[config.mk]
export PLATFORM = sky130hd
export DESIGN_NAME = control_module
export DESIGN_NICKNAME = d
export VERILOG_FILES = /design/src/rtl/control_module_pkg.sv /design/src/rtl/control_module.sv
export SDC_FILE = /design/constraint.sdc
export NUM_CORES = 1
export LEC_CHECK = 0
export ABC_AREA = 1
export BUFFER_PORTS_ARGS = -buffer_cell sky130_fd_sc_hd__clkbuf_2
export CORE_UTILIZATION = 47
export DETAILED_ROUTE_END_ITERATION = 12
export PLACE_DENSITY = 0.78
export SETUP_SLACK_MARGIN = 0.5
export SLEW_MARGIN = 25
export SYNTH_ARGS = -nofsm -noshare
export SYNTH_HDL_FRONTEND = slang
export SYNTH_SLANG_ARGS = --single-unit
[constraint.sdc]
create_clock -name clk_in -period 1.3 [get_ports clk_in]
set_input_delay 0 -clock clk_in [delete_from_list [all_inputs] [get_ports clk_in]]
set_output_delay 0 -clock clk_in [all_outputs]
set_load 0.03 [all_outputs]
[src/rtl/control_module_pkg.sv]
// ---------------------------------------------------------------------------
// control_module_pkg
// Shared definitions for the LED panel command decoder: the command-line
// state encoding and the ASCII command bytes understood by the decoder.
// ---------------------------------------------------------------------------
package control_module_pkg;

    // Command-line decoder states; the numeric codes are exported on the
    // debug port, so they must stay fixed.
    typedef enum logic [1:0] {
        ST_IDLE      = 2'd0,
        ST_READ_ROW  = 2'd1,
        ST_READ_DATA = 2'd2,
        ST_READ_ARG  = 2'd3
    } cmdState_e;

    // Upper case turns a colour plane on, lower case turns it off.
    localparam logic [7:0] CMD_RED_ON    = 8'h52; // 'R'
    localparam logic [7:0] CMD_GREEN_ON  = 8'h47; // 'G'
    localparam logic [7:0] CMD_BLUE_ON   = 8'h42; // 'B'
    localparam logic [7:0] CMD_RED_OFF   = 8'h72; // 'r'
    localparam logic [7:0] CMD_GREEN_OFF = 8'h67; // 'g'
    localparam logic [7:0] CMD_BLUE_OFF  = 8'h62; // 'b'

    // 'T' takes one argument byte (brightness planes), 'L' takes a row
    // number followed by one full row of pixel bytes.
    localparam logic [7:0] CMD_BRIGHT    = 8'h54; // 'T'
    localparam logic [7:0] CMD_LINE      = 8'h4C; // 'L'

endpackage

[src/rtl/control_module.sv]
// ---------------------------------------------------------------------------
// control_module
// Decodes a byte stream from a UART receiver into panel control settings
// and frame RAM writes.
//
// Ports:
//   clk_in             system clock
//   reset              synchronous active-high reset
//   data_rx            received byte, stable once data_ready_n falls
//   data_ready_n       receiver busy flag (already synchronised); its falling
//                      edge marks a new byte
//   rgb_enable         colour plane enables {R,G,B}
//   brightness_enable  brightness bit-plane enables
//   ram_data_out       byte written to frame RAM
//   ram_address        frame RAM address {row, byte column}
//   ram_write_enable   single-cycle write strobe
//   ram_clk_enable     frame RAM clock enable (off only while in reset)
//   ram_reset          frame RAM reset (reset delayed one cycle)
//   cmd_line_state2    DEBUGGER only: current decoder state code
//   num_commands_processed DEBUGGER only: completed command counter
// ---------------------------------------------------------------------------
module control_module
    import control_module_pkg::*;
#(
    parameter int PIXEL_WIDTH     = 64,
    parameter int PIXEL_HEIGHT    = 32,
    parameter int BYTES_PER_PIXEL = 2,
    localparam int AW = $clog2(PIXEL_HEIGHT) + $clog2(PIXEL_WIDTH*BYTES_PER_PIXEL - 1)
) (
    input  logic          clk_in,
    input  logic          reset,
    input  logic [7:0]    data_rx,
    input  logic          data_ready_n,
    output logic [2:0]    rgb_enable,
    output logic [5:0]    brightness_enable,
    output logic [7:0]    ram_data_out,
    output logic [AW-1:0] ram_address,
    output logic          ram_write_enable,
    output logic          ram_clk_enable,
    output logic          ram_reset
`ifdef DEBUGGER
    ,
    output logic [1:0]    cmd_line_state2,
    output logic [7:0]    num_commands_processed
`endif
);

    localparam int LB = PIXEL_WIDTH * BYTES_PER_PIXEL;
    localparam int RW = $clog2(PIXEL_HEIGHT);
    localparam int CW = AW - RW;

    cmdState_e       state_q, state_d;
    logic [2:0]      rgb_q, rgb_d;
    logic [5:0]      bright_q, bright_d;
    logic [7:0]      ramData_q, ramData_d;
    logic [AW-1:0]   ramAddr_q, ramAddr_d;
    logic            ramWe_q, ramWe_d;
    logic [RW-1:0]   row_q, row_d;
    logic [CW-1:0]   col_q, col_d;
    logic [7:0]      cmdCount_q, cmdCount_d;
    logic            readyPrev_q;
    logic            ramReset_q;
    logic            byteStrobe;

    // A byte is valid on the cycle data_ready_n is seen low after being high;
    // holding it low afterwards produces no further strobes.
    assign byteStrobe = readyPrev_q & ~data_ready_n;

    // Next-state decode; every register holds unless a byte arrives, and the
    // write strobe drops back to zero on its own after one cycle.
    always_comb begin
        state_d    = state_q;
        rgb_d      = rgb_q;
        bright_d   = bright_q;
        ramData_d  = ramData_q;
        ramAddr_d  = ramAddr_q;
        ramWe_d    = 1'b0;
        row_d      = row_q;
        col_d      = col_q;
        cmdCount_d = cmdCount_q;

        if (byteStrobe) begin
            case (state_q)
                ST_IDLE: begin
                    case (data_rx)
                        CMD_RED_ON:    begin rgb_d[2] = 1'b1; cmdCount_d = cmdCount_q + 8'd1; end
                        CMD_GREEN_ON:  begin rgb_d[1] = 1'b1; cmdCount_d = cmdCount_q + 8'd1; end
                        CMD_BLUE_ON:   begin rgb_d[0] = 1'b1; cmdCount_d = cmdCount_q + 8'd1; end
                        CMD_RED_OFF:   begin rgb_d[2] = 1'b0; cmdCount_d = cmdCount_q + 8'd1; end
                        CMD_GREEN_OFF: begin rgb_d[1] = 1'b0; cmdCount_d = cmdCount_q + 8'd1; end
                        CMD_BLUE_OFF:  begin rgb_d[0] = 1'b0; cmdCount_d = cmdCount_q + 8'd1; end
                        CMD_BRIGHT:    state_d = ST_READ_ARG;
                        CMD_LINE:      state_d = ST_READ_ROW;
                        default:       ;
                    endcase
                end
                ST_READ_ARG: begin
                    bright_d   = data_rx[5:0];
                    cmdCount_d = cmdCount_q + 8'd1;
                    state_d    = ST_IDLE;
                end
                ST_READ_ROW: begin
                    // The row byte is taken modulo the panel height; columns
                    // are filled from the last byte of the row downwards.
                    row_d   = data_rx[RW-1:0];
                    col_d   = CW'(LB - 1);
                    state_d = ST_READ_DATA;
                end
                ST_READ_DATA: begin
                    ramWe_d   = 1'b1;
                    ramData_d = data_rx;
                    ramAddr_d = {row_q, col_q};
                    if (col_q == '0) begin
                        cmdCount_d = cmdCount_q + 8'd1;
                        state_d    = ST_IDLE;
                    end else begin
                        col_d = col_q - CW'(1);
                    end
                end
                default: state_d = ST_IDLE;
            endcase
        end
    end

    // State and output registers; reset abandons any command in progress.
    always_ff @(posedge clk_in) begin
        if (reset) begin
            state_q     <= ST_IDLE;
            rgb_q       <= 3'b111;
            bright_q    <= 6'b111111;
            ramData_q   <= '0;
            ramAddr_q   <= '0;
            ramWe_q     <= 1'b0;
            row_q       <= '0;
            col_q       <= CW'(LB - 1);
            cmdCount_q  <= '0;
            readyPrev_q <= 1'b1;
            ramReset_q  <= 1'b1;
        end else begin
            state_q     <= state_d;
            rgb_q       <= rgb_d;
            bright_q    <= bright_d;
            ramData_q   <= ramData_d;
            ramAddr_q   <= ramAddr_d;
            ramWe_q     <= ramWe_d;
            row_q       <= row_d;
            col_q       <= col_d;
            cmdCount_q  <= cmdCount_d;
            readyPrev_q <= data_ready_n;
            ramReset_q  <= 1'b0;
        end
    end

    assign rgb_enable        = rgb_q;
    assign brightness_enable = bright_q;
    assign ram_data_out      = ramData_q;
    assign ram_address       = ramAddr_q;
    assign ram_write_enable  = ramWe_q;
    assign ram_clk_enable    = ~reset;
    assign ram_reset         = ramReset_q;

`ifdef DEBUGGER
    assign cmd_line_state2        = state_q;
    assign num_commands_processed = cmdCount_q;
`endif

endmodule

# After elaboration in Yosys (flattened, before gate mapping)
# Cells that the tools add are included.
# classes
addsub	1
n_eq_ne	14
n_mux	10
n_bitwise	4
n_reduce_logical	15
# op_table
operator	count
8-bit by 7-bit equality test with 1-bit output, second input constant	8
3-bit AND reduction	5
7-bit case mux with 2 select lines	1
2-bit case mux with 4 select lines	1
2-bit nonzero test	4
7-bit zero test	1
7-bit 2-to-1 mux	1
7-bit by 1-bit subtractor with 7-bit output, second input constant	1
1-bit case mux with 2 select lines	3
2-bit AND reduction	3
2-bit equality test, second input constant	2
2-bit != test, second input constant	2
2-bit case mux with 2 select lines	1
3-bit by 1-bit != test with 1-bit output, second input constant	1
1-bit inverter	3
2-bit by 1-bit equality test with 1-bit output, second input constant	1
2-bit zero test	1
1-bit 2-to-1 mux	2
2-bit 2-to-1 mux	1
2-bit OR reduction	1
1-bit bitwise AND	1
# word_totals
reg_bits	46
word_cells	56

# Logic depth before layout (Yosys ltp)
# depth
ltp_word	4
mapped_depth	11

# Least setup slack after synthesis
# Ideal clock, no wire load.
# synth_timing
kind	flip-flop to flip-flop
from	register col_q[0]
to	register col_q[1]
arrival_time_ns	1.318
slack_ns	-0.137
stages_incl_launch_ff	11
n_path_buf	1
synth_period_minus_slack_ns	1.437
path_cell_list	dfxtp_1 -> inv_1 -> ha_1 -> nand2_1 -> nor2_1 -> nand2_1 -> nand2_1 -> nand2_2 -> buf_6 -> a21oi_1 -> o21ai_1
# synth_between
elab_chain_cells	3
# synth_rtl
element	line	text
start: declaration	control_module.sv:59	logic [CW-1:0] col_q, col_d;
start signal: assignment	control_module.sv:135	col_q <= CW'(LB - 1);
start signal: assignment	control_module.sv:147	col_q <= col_d;
7-bit by 1-bit subtractor with 7-bit output or 7-bit zero test (tied branches)	control_module.sv:117, control_module.sv:113	
7-bit 2-to-1 mux or 2-bit != test (tied branches)	--	
7-bit case mux with 2 select lines or 3-bit AND reduction (tied branches)	--	
# Parallel ways exist; a longest one is shown, timed or not. The select of a mux whose other input is x is not followed.
# A chain may end at the register's enable or synchronous reset.

# Final worst setup path
# layout_timing
from	register state_q[1]
to	register ramAddr_q[11] (netlist: ram_address[11])
# layout_between
elab_chain_cells	2
# layout_rtl
element	line	text
start: declaration	control_module.sv:52	cmdState_e state_q, state_d;
start signal: assignment	control_module.sv:140	state_q <= state_d;
2-bit equality test	control_module.sv:83	case (state_q)
2-bit AND reduction (no source line)	--	
end signal: assignment	control_module.sv:144	ramAddr_q <= ramAddr_d;
end: declaration	control_module.sv:56	logic [AW-1:0] ramAddr_q, ramAddr_d;
# No other way between the ends.

==> results.md <==
- Worst slew margin relative to its limit: 0.807
- Synth-to-Final Area Change: 76.3%
- CP Capture Type: flop
- Placed cell areas: 2230 um^2
- Least-Margin Pin Slew: 0.289 ns
- Number of placed cells counting well taps: 336
- Antenna violation net count after detailed routing: 0
- Initial standard-cell utilization of the core: 0.494
- Detailed-placement wirelength estimate: 2.90 mm
- Buffer type at the clock tree root: clkbuf_8
- Cts bufs inserted: 5
- Total wirelength of the detailed-routed design: 7.26 mm
- FP Rows: 22
- Largest net degree at the start of global routing: 40
- Layout cell share with drive strength beyond 1: 0.540
- Launching element type of the critical path: flop
- Area contributors post-synth: dfxtp_1, nand2_1, o21ai_0
- Post-synthesis net count: 254
- Status: finished with violations
- Die extent in y: 64.3 um
- Worst slack, placed: -0.0874 ns
- Cell depth of the worst min-delay path: 3
- Worst hold path startpoint: data_rx[1]
- Antenna Cells: 0
- Sum of met2 wire segment lengths after detailed routing: 3.76 mm
- Unrepaired setup endpoints after global routing: yes
- Die extent in x: 64.3 um
- Maximum level of the CTS H-tree: 2
- Upper clock frequency limit: 0.658 GHz
- Final hold violation count: 0
- Failing checks: negative setup slack
- Number of global-route vias before repair: 1840
- RR Endpoint: ram_address[11]
- GRT Util Overall: 0.282
- Met3 routed wirelength: 479 um
- Antenna violations before repair: 0
- CTS clock-pin slew for the worst setup and hold paths: 0.10 ns
- Power density relative to cell area: 828 nW/um^2
- Arrival time of the worst setup path: 1.76 ns
- Post-synthesis cell count: 242
- Share of synthesized area occupied by flip-flops and latches: 0.505
- Number of max-cap violations: 0
- Number of clock sinks: 46
- I/O pins: 43
- Worst Hold Class: in -> reg
- Total grt overflow: 0
- Required time worst endpoint: 1.54 ns
- Detailed Route Iter0 Violations: 202
- Total via count after detailed routing: 2133
- Worst setup path category: reg -> reg
- Yosys top cell area share: 0.505
- Number of pins with negative max-slew slack in the final report: 0
- Residual DRC: 0
- Worst reg-to-reg setup slack: -0.22 ns
- Clock latency on the worst-skew pair: 0.31 ns
- Weighted congestion at the end of routability-driven global placement: 0.821
- Number of cells in the finished layout apart from fillers: 372
- Post-route standard cell area excluding fillers: 3210 um^2
- Cell taking the most area after synthesis: dfxtp_1
- Summed negative setup slack over all endpoints: -3.28 ns
- Final WS setup: -0.221 ns
- Static leakage: 1.46 nW
- Average cell area after synthesis: 7.53 um^2
- Avg WL per Cell: 19.5 um
- Count of yosys warnings during synthesis: 0
- Maximum root-to-sink buffer count: 2
- Count of distinct cell types in the synthesized netlist: 21
- Clk_skew: 0.0122 ns
- Period Utilization, post-route: 1.17
- Post-route minimum period: 1.52 ns
- Count of nets after finishing: 335
- CORE AREA: 3690 um^2
- DIE AREA: 4130 um^2
- Global-route wire length before repair: 8.81 mm
- Max VDD drop: 0.838 mV
- Critical path peak fanout: 7
- First-pass DRT Iterations: 4
- Number of setup violations in the final report: 29
- Hold path endpoint: ram_data_out[1]
- TritonCTS clock tree: yes
- Wire length the detailed router placed on met1: 2.71 mm
- Cell Area, Synth: 1820 um^2
- Number of buffer cells added on primary ports: 42
- Reg-to-reg startpoint: state_q[1]
- Flop and latch count out of synthesis: 46
- Number of vias per cell after detailed routing: 5.73
- Highest signal layer in the routed design: met4
- Length in cells of the worst reg-to-reg path: 9
==> per-stage QoR <==
| stage | power [mW] | hold WS [ns] | utilization |
|---|---|---|---|
| 5_1_grt | 2.72 | 0.0294 | 0.871 |
| 3_5_place_dp | 1.64 | 0.224 | 0.606 |
| 6_report | 2.66 | 0.0307 | 0.871 |
| 4_1_cts | 2.58 | 0.00523 | 0.794 |
| 2_1_floorplan | 1.58 | 0.0277 | - |
| 3_3_place_gp | 1.64 | 0.220 | 0.606 |
==> routing by layer <==
metal	up-vias	track usage
met4	0	0.119
met1	1044	0.332
li1	958	-
met2	106	0.478
met3	25	0.0768
met5	-	0
==> logic make-up after synthesis <==
logic type                 share of synthesized area
AOI/OAI and AO/OA                              0.187
adders and majority gates                    0.00687
buffers and inverters                         0.0817
DFF                                            0.505
and+or+nand+nor                                0.219
==> report_power, final <==
part / total (mW) / switching, mW / leakage, nW / internal, mW
clock: 0.933 / 0.544 / 0.0447 / 0.389
combinational: 0.288 / 0.171 / 1.04 / 0.117
sequential: 1.44 / 0.0144 / 0.378 / 1.42
==> cells in the mapped netlist, drive strengths merged <==
| library cell | instances |
|---|---|
| ha | 1 |
| nand3 | 10 |
| nor2 | 29 |
| dfxtp | 46 |
| buf | 7 |
| nor3 | 3 |
| o21ai | 30 |
| o31ai | 1 |
| o211ai | 7 |
| nand2 | 50 |
| nand3b | 1 |
| a21oi | 26 |
| nand4 | 2 |
| inv | 25 |
| clkbuf | 4 |
==> worst max-delay path: stages, from the launching register on <==
cell	delay (ns)
dfxtp_2	0.38
inv_2	0.06
nor2_4	0.12
inv_2	0.06
nor2_4	0.24
buf_6	0.15
buf_6	0.11
buf_16	0.12
o21ai_2	0.05
nor2_1	0.15
==> registers in the layout, summed over array words and instances, names as in the netlist <==
signal and cells:
readyPrev_q 1, rgb_enable 3, row_q 5, ram_data_out 8, state_q 2, ram_address 12, brightness_enable 6, col_q 7
ram_reset 1, ram_write_enable 1
==> how the worst max path moves through the flow <==
stage	startpoint	endpoint	slack (ns)	depth (start not counted)
after floorplan	col_q[0]	col_q[3]	0.003	10
after global placement	col_q[1]	col_q[5]	-0.03	10
after detailed placement	col_q[1]	col_q[5]	-0.09	10
after CTS	col_q[0]	state_q[1]	0.02	9
after global routing	state_q[1]	ram_address[11]	-0.24	9
final	state_q[1]	ram_address[11]	-0.22	9
==> repair_timing <==
action	in CTS	in global routing
pin swaps	11	12
hold buffers	5	0
hold endpoints to repair	5	0
endpoints found under the setup margin	75	76
cloned	3	2
setup buffers	12	6
gates resized for setup	115	91
==> cell usage in the layout, fill, tap and decap left out, drive strengths merged <==
cell type / instances
o211ai: 7
dlygate4sd3: 5
nand3: 10
clkbuf: 19
nand2: 51
o31ai: 1
nor2: 29
o21ai: 30
nor3: 3
inv: 26
nand4: 2
buf: 65
a21oi: 26
clkinv: 1
dfxtp: 46
clkinvlp: 1
ha: 1
nand3b: 1
==> area by class of cell <==
type | count | area (um^2)
Inverter | 25 | 104
Sequential cell | 46 | 967
Multi-Input combinational cell | 161 | 998
Timing Repair Buffer | 84 | 988
Tap cell | 48 | 60.1
Clock inverter | 3 | 25.0
Clock buffer | 5 | 68.8
Fill cell | 172 | 477
No activity file was read; power rests on OpenSTA's default activity.
